$ cat src/rtl/trng_str_ctrl.sv
// Sequencer/sampler for a self-timed-ring TRNG: ring release, warm-up,
// synchronized XOR sampling into words, valid/ready delivery, repetition health test.
module trng_str_ctrl #(
  parameter int LEN     = 8,
  parameter int WIDTH   = 32,
  parameter int WARMUP  = 256,
  parameter int DIV     = 4,
  parameter int REP_MAX = 32
) (
  input  logic             clk,
  input  logic             rst,
  input  logic             en,
  output logic             str_rstn,
  input  logic [LEN-1:0]   str_sout,
  output logic [WIDTH-1:0] data,
  output logic             valid,
  input  logic             ready,
  output logic             busy,
  output logic             err
);

  localparam int WW = $clog2(WARMUP);
  localparam int DW = (DIV > 1) ? $clog2(DIV) : 1;
  localparam int BW = $clog2(WIDTH);
  localparam int RW = $clog2(REP_MAX + 1);

  typedef enum logic [2:0] {S_IDLE, S_WARM, S_COLLECT, S_HOLD, S_FAIL} state_t;

  state_t           state, state_nxt;
  logic [LEN-1:0]   sync1, sync2;
  logic             raw, prev;
  logic [WW-1:0]    warm_cnt;
  logic [DW-1:0]    cnt_div;
  logic [BW-1:0]    bit_cnt;
  logic [WIDTH-1:0] sr;
  logic [RW-1:0]    rep_cnt, rep_nxt;
  logic             sample, word_done, rep_fail, run_nxt;

  assign raw = ^sync2;

  always_comb begin
    sample    = 1'b0;
    word_done = 1'b0;
    rep_fail  = 1'b0;
    rep_nxt   = rep_cnt;
    state_nxt = state;
    sample    = (state == S_COLLECT) && en && (cnt_div == DW'(DIV - 1));
    // rep_cnt==0 marks the first sample since IDLE
    rep_nxt   = (rep_cnt == '0 || raw != prev) ? RW'(1) : rep_cnt + RW'(1);
    rep_fail  = sample && (rep_nxt == RW'(REP_MAX));
    word_done = sample && (bit_cnt == BW'(WIDTH - 1));
    if (!en) begin
      state_nxt = S_IDLE;
    end else begin
      case (state)
        S_IDLE:    state_nxt = S_WARM;
        S_WARM:    if (warm_cnt == WW'(WARMUP - 1)) state_nxt = S_COLLECT;
        S_COLLECT: begin
          if (rep_fail)       state_nxt = S_FAIL;
          else if (word_done) state_nxt = S_HOLD;
        end
        S_HOLD:    if (valid && ready) state_nxt = S_COLLECT;
        S_FAIL:    state_nxt = S_FAIL;
        default:   state_nxt = S_IDLE;
      endcase
    end
  end

  assign run_nxt = (state_nxt == S_WARM) || (state_nxt == S_COLLECT) ||
                   (state_nxt == S_HOLD);

  always_ff @(posedge clk) begin
    if (rst) begin
      state    <= S_IDLE;
      sync1    <= '0;
      sync2    <= '0;
      prev     <= 1'b0;
      warm_cnt <= '0;
      cnt_div  <= '0;
      bit_cnt  <= '0;
      sr       <= '0;
      rep_cnt  <= '0;
      data     <= '0;
      valid    <= 1'b0;
      str_rstn <= 1'b0;
      busy     <= 1'b0;
      err      <= 1'b0;
    end else begin
      state    <= state_nxt;
      sync1    <= str_sout;
      sync2    <= sync1;
      // outputs registered from next state so they line up with the state
      str_rstn <= run_nxt;
      busy     <= run_nxt;
      err      <= (state_nxt == S_FAIL);
      valid    <= (state_nxt == S_HOLD);

      warm_cnt <= (state == S_WARM) ? warm_cnt + WW'(1) : '0;

      if (state == S_COLLECT)
        cnt_div <= (cnt_div == DW'(DIV - 1)) ? '0 : cnt_div + DW'(1);
      else
        cnt_div <= '0;

      if (sample) begin
        bit_cnt <= word_done ? '0 : bit_cnt + BW'(1);
        sr      <= {sr[WIDTH-2:0], raw};
        prev    <= raw;
        rep_cnt <= rep_nxt;
      end else if (state != S_COLLECT) begin
        bit_cnt <= '0;
      end

      if (state == S_IDLE) rep_cnt <= '0;

      if (word_done && !rep_fail) data <= {sr[WIDTH-2:0], raw};
    end
  end

endmodule
$ cat config.mk
export PLATFORM = sky130hd
export DESIGN_NAME = trng_str_ctrl
export DESIGN_NICKNAME = d
export VERILOG_FILES = /design/src/rtl/trng_str_ctrl.sv
export SDC_FILE = /design/constraint.sdc
export NUM_CORES = 1
export LEC_CHECK = 0
export CAP_MARGIN = 25
export CELL_PAD_IN_SITES_DETAIL_PLACEMENT = 0
export CELL_PAD_IN_SITES_GLOBAL_PLACEMENT = 2
export CORE_MARGIN = 4
export CORE_UTILIZATION = 34
export CTS_CLUSTER_DIAMETER = 40
export CTS_CLUSTER_SIZE = 16
export DETAILED_ROUTE_END_ITERATION = 10
export HOLD_SLACK_MARGIN = 0.08
export PLACE_DENSITY_LB_ADDON = 0.15
export RECOVER_POWER = 25
export SYNTH_ARGS = -nofsm -noshare
export SYNTH_HDL_FRONTEND = slang
export SYNTH_SLANG_ARGS = --single-unit
export TNS_END_PERCENT = 20
$ cat constraint.sdc
create_clock -name clk -period 2.5 [get_ports clk]
set_input_delay 0.5 -clock clk [delete_from_list [all_inputs] [get_ports clk]]
set_output_delay 0.5 -clock clk [all_outputs]
set_load 0.02 [all_outputs]
==> metrics.csv <==
metric;value;unit
max_cap viols;0;
dpl ws;259;ps
fin crit share;86.0;%
via count;3153;
post-synthesis sequential area ratio;50.7;%
Crit. End Element;flip-flop;
total power;3340;uW
post-route core utilization;42.4;%
Switching Share;21.2;%
dpl hpwl;5.50;mm
Power per Cell Area;655;nW/um2
layout cells sized above 1;6.07;%
Post-Syn Area;4180;um2
clk_lat worst skew;350;ps
drt wl/cell;12.9;um
Critical Path Fanout Max;29;
Fmax;0.465;GHz
GR Util All Layers;12.6;%
Static Leak;0.00172;uW
Residual DRC;0;
switching power;707;uW
synthesis warning total;0;
final worst slack;351;ps
Slew HR;3.30;%
setup_tns;0;ps
Post-Syn Instances;471;
Via density;4.79;
Detail Route Antenna Nets;0;
DRT Wirelength;8.49;mm
Die ar.;14100;um2
ys async rst share;0;%
die height;119;um
vias in the first global route;2981;
Int Power;2630;uW
Hold WC Path Type;flip-flop to flip-flop;
largest net degree at the start of global routing;40;
Avg Cell Area, Syn;8.88;um2
P&R area growth vs syn;21.8;%
fin. max-slew vios;0;
worst-margin pin slew;1450;ps
setup bufs post-CTS;0;
Crit path arrival time;2380;ps
H-tree depth;3;
outcome;complete, no violations;
Sink Count;106;
routability cong.;0.781;
PortBufs;47;
combinational share of power;3.7;%
io pins;48;
Synth Flop Type;dfxtp_1;
Max Root-Sink Buffers;2;
clock transition at the registers of the reported paths;70;ps
minimum clock period after layout;2150;ps
Peak VDD IR;0.000301;V
CP Data Required Time;2730;ps
CP Launch Type;flip-flop;
post-CTS sizing;0;
first-pass detailed-route iteration total;4;
Clk network pwr share;45.1;%
EDFF count, synth;0;
initial DRC count;126;
grt ovf;0;
RSZ-0062 raised after global routing;no;
WS Path Type;flip-flop to flip-flop;
Syn Nets;489;
hold slack;431;ps
ANT cells;0;
Yosys cell types;50;
initial core utilization;34.8;%
initial antenna violation count;0;
first-pass GRT wire length;14.4;mm
hold_buf cts;0;
root buf cell;clkbuf_16;
Core Rows;40;
post-synthesis register bit count;106;
total setup violations reported at the end of the flow;0;
CTS tree;built;
Setup Skew;8.59;ps
Flop pwr share;51.2;%
die width;119;um
TritonCTS Buffers;9;
core area;12000;um2
Final nets;524;
Hold Violations, Final;0;
-- synth_stat cells (2+ instances only) --
cell type | number | area [um2]
buf_2 | 3 | 15.0
nor2b_1 | 17 | 106
clkbuf_1 | 22 | 82.6
o21ai_0 | 8 | 40.0
or3_1 | 2 | 12.5
ha_1 | 6 | 75.1
nor4_1 | 2 | 12.5
xor2_1 | 3 | 26.3
nor2_1 | 17 | 63.8
nand2b_1 | 2 | 12.5
buf_6 | 4 | 45.0
a21oi_1 | 38 | 190
inv_1 | 5 | 18.8
o31ai_1 | 2 | 15.0
a31o_2 | 3 | 26.3
nand2_1 | 130 | 488
nor3_1 | 4 | 20.0
nand3_1 | 13 | 65.1
mux2i_1 | 30 | 300
a31oi_1 | 4 | 25.0
dfxtp_1 | 106 | 2120
a41oi_1 | 2 | 17.5
xnor2_1 | 9 | 78.8
and3_1 | 8 | 50.1
a211oi_1 | 3 | 22.5
a22oi_1 | 3 | 22.5
or2_2 | 2 | 12.5
-- power groups by stage --
stage | clock network [uW] | logic [uW] | registers [uW]
after floorplan | 0 | 81.8 | 1750
after detailed placement | 0 | 130 | 1750
after CTS | 1580 | 130 | 1710
after global routing | 1630 | 136 | 1710
after global placement | 0 | 130 | 1750
final | 1510 | 123 | 1710
-- area by class of cell --
| type | instances | area, um2 |
|---|---|---|
| clock inverter | 6 | 90.1 |
| multi-input combinational | 328 | 1890 |
| tap | 147 | 184 |
| timing repair buffer | 55 | 554 |
| fill | 1236 | 6920 |
| clock buffer | 10 | 229 |
| sequential | 106 | 2120 |
| inverter | 6 | 22.5 |
-- worst max-delay path: stages, from the launching register on --
cell     delay (ps)
dfxtp_1         430
ha_1            280
inv_1            80
a211o_1         320
nor4b_4         420
a21oi_4         130
buf_12          210
mux2i_1         140
-- flip-flops by register name, indices dropped and copies added (netlist names), 2 cells and up --
signal and count:
sync2 8, rep_cnt 6, cnt_div 2, sync1 8, bit_cnt 5, data 32
warm_cnt 8, sr 31, state 3
-- layer usage --
| layer | up-vias | GRT usage (%) | wire length [um] |
|---|---|---|---|
| met5 | - | 0 | 0 |
| met4 | 0 | 6.81 | 203 |
| met3 | 12 | 2.75 | 316 |
| met2 | 55 | 18.7 | 3710 |
| met1 | 1431 | 17.0 | 4260 |
| li1 | 1655 | - | - |
-- stage by stage --
stage	instances	instance area, um2
3_5_place_dp	642	4780
6_report	658	5090
3_3_place_gp	642	4780
2_1_floorplan	471	4180
5_1_grt	658	5090
4_1_cts	658	5100
-- layout by cell type (no fill, tap or decap), drive strengths merged, types with 2 or more instances in the layout --
master / count
a21oi: 39
nand3: 13
a41oi: 2
and3: 8
mux2i: 30
or2: 2
xnor2: 10
dlygate4sd3: 11
clkinv: 2
and2: 2
clkdlybuf4s50: 35
nor3: 4
nand2b: 2
o21ai: 8
a31o: 3
nor2b: 17
bufinv: 2
clkbuf: 13
nor2: 17
or3: 2
nand2: 130
dfxtp: 106
buf: 6
nor4: 2
a31oi: 4
inv: 7
a211oi: 3
xor2: 3
ha: 6
o31ai: 2
a22oi: 3
nor4b: 2
-- worst paths after layout --
check / start / endpoint / slack, ps / cells after the start
worst min register to register: cnt_div[0] / cnt_div[0] / 430 / 1
worst min-delay path: cnt_div[0] / cnt_div[0] / 430 / 1
worst max-delay path: rep_cnt[1] / data[28] / 350 / 7
worst max register to register: rep_cnt[1] / data[28] / 350 / 7
-- cells by family after synthesis --
logic type                 synth area share (%)
and+or+nand+nor                            22.6
DFF                                        50.7
AOI/OAI and AO/OA                          10.1
buffers and inverters                      4.22
muxes                                      7.18
xor gates and xnor gates                   3.44
adders and majority gates                  1.79
No activity file was read; power rests on OpenSTA's default activity.
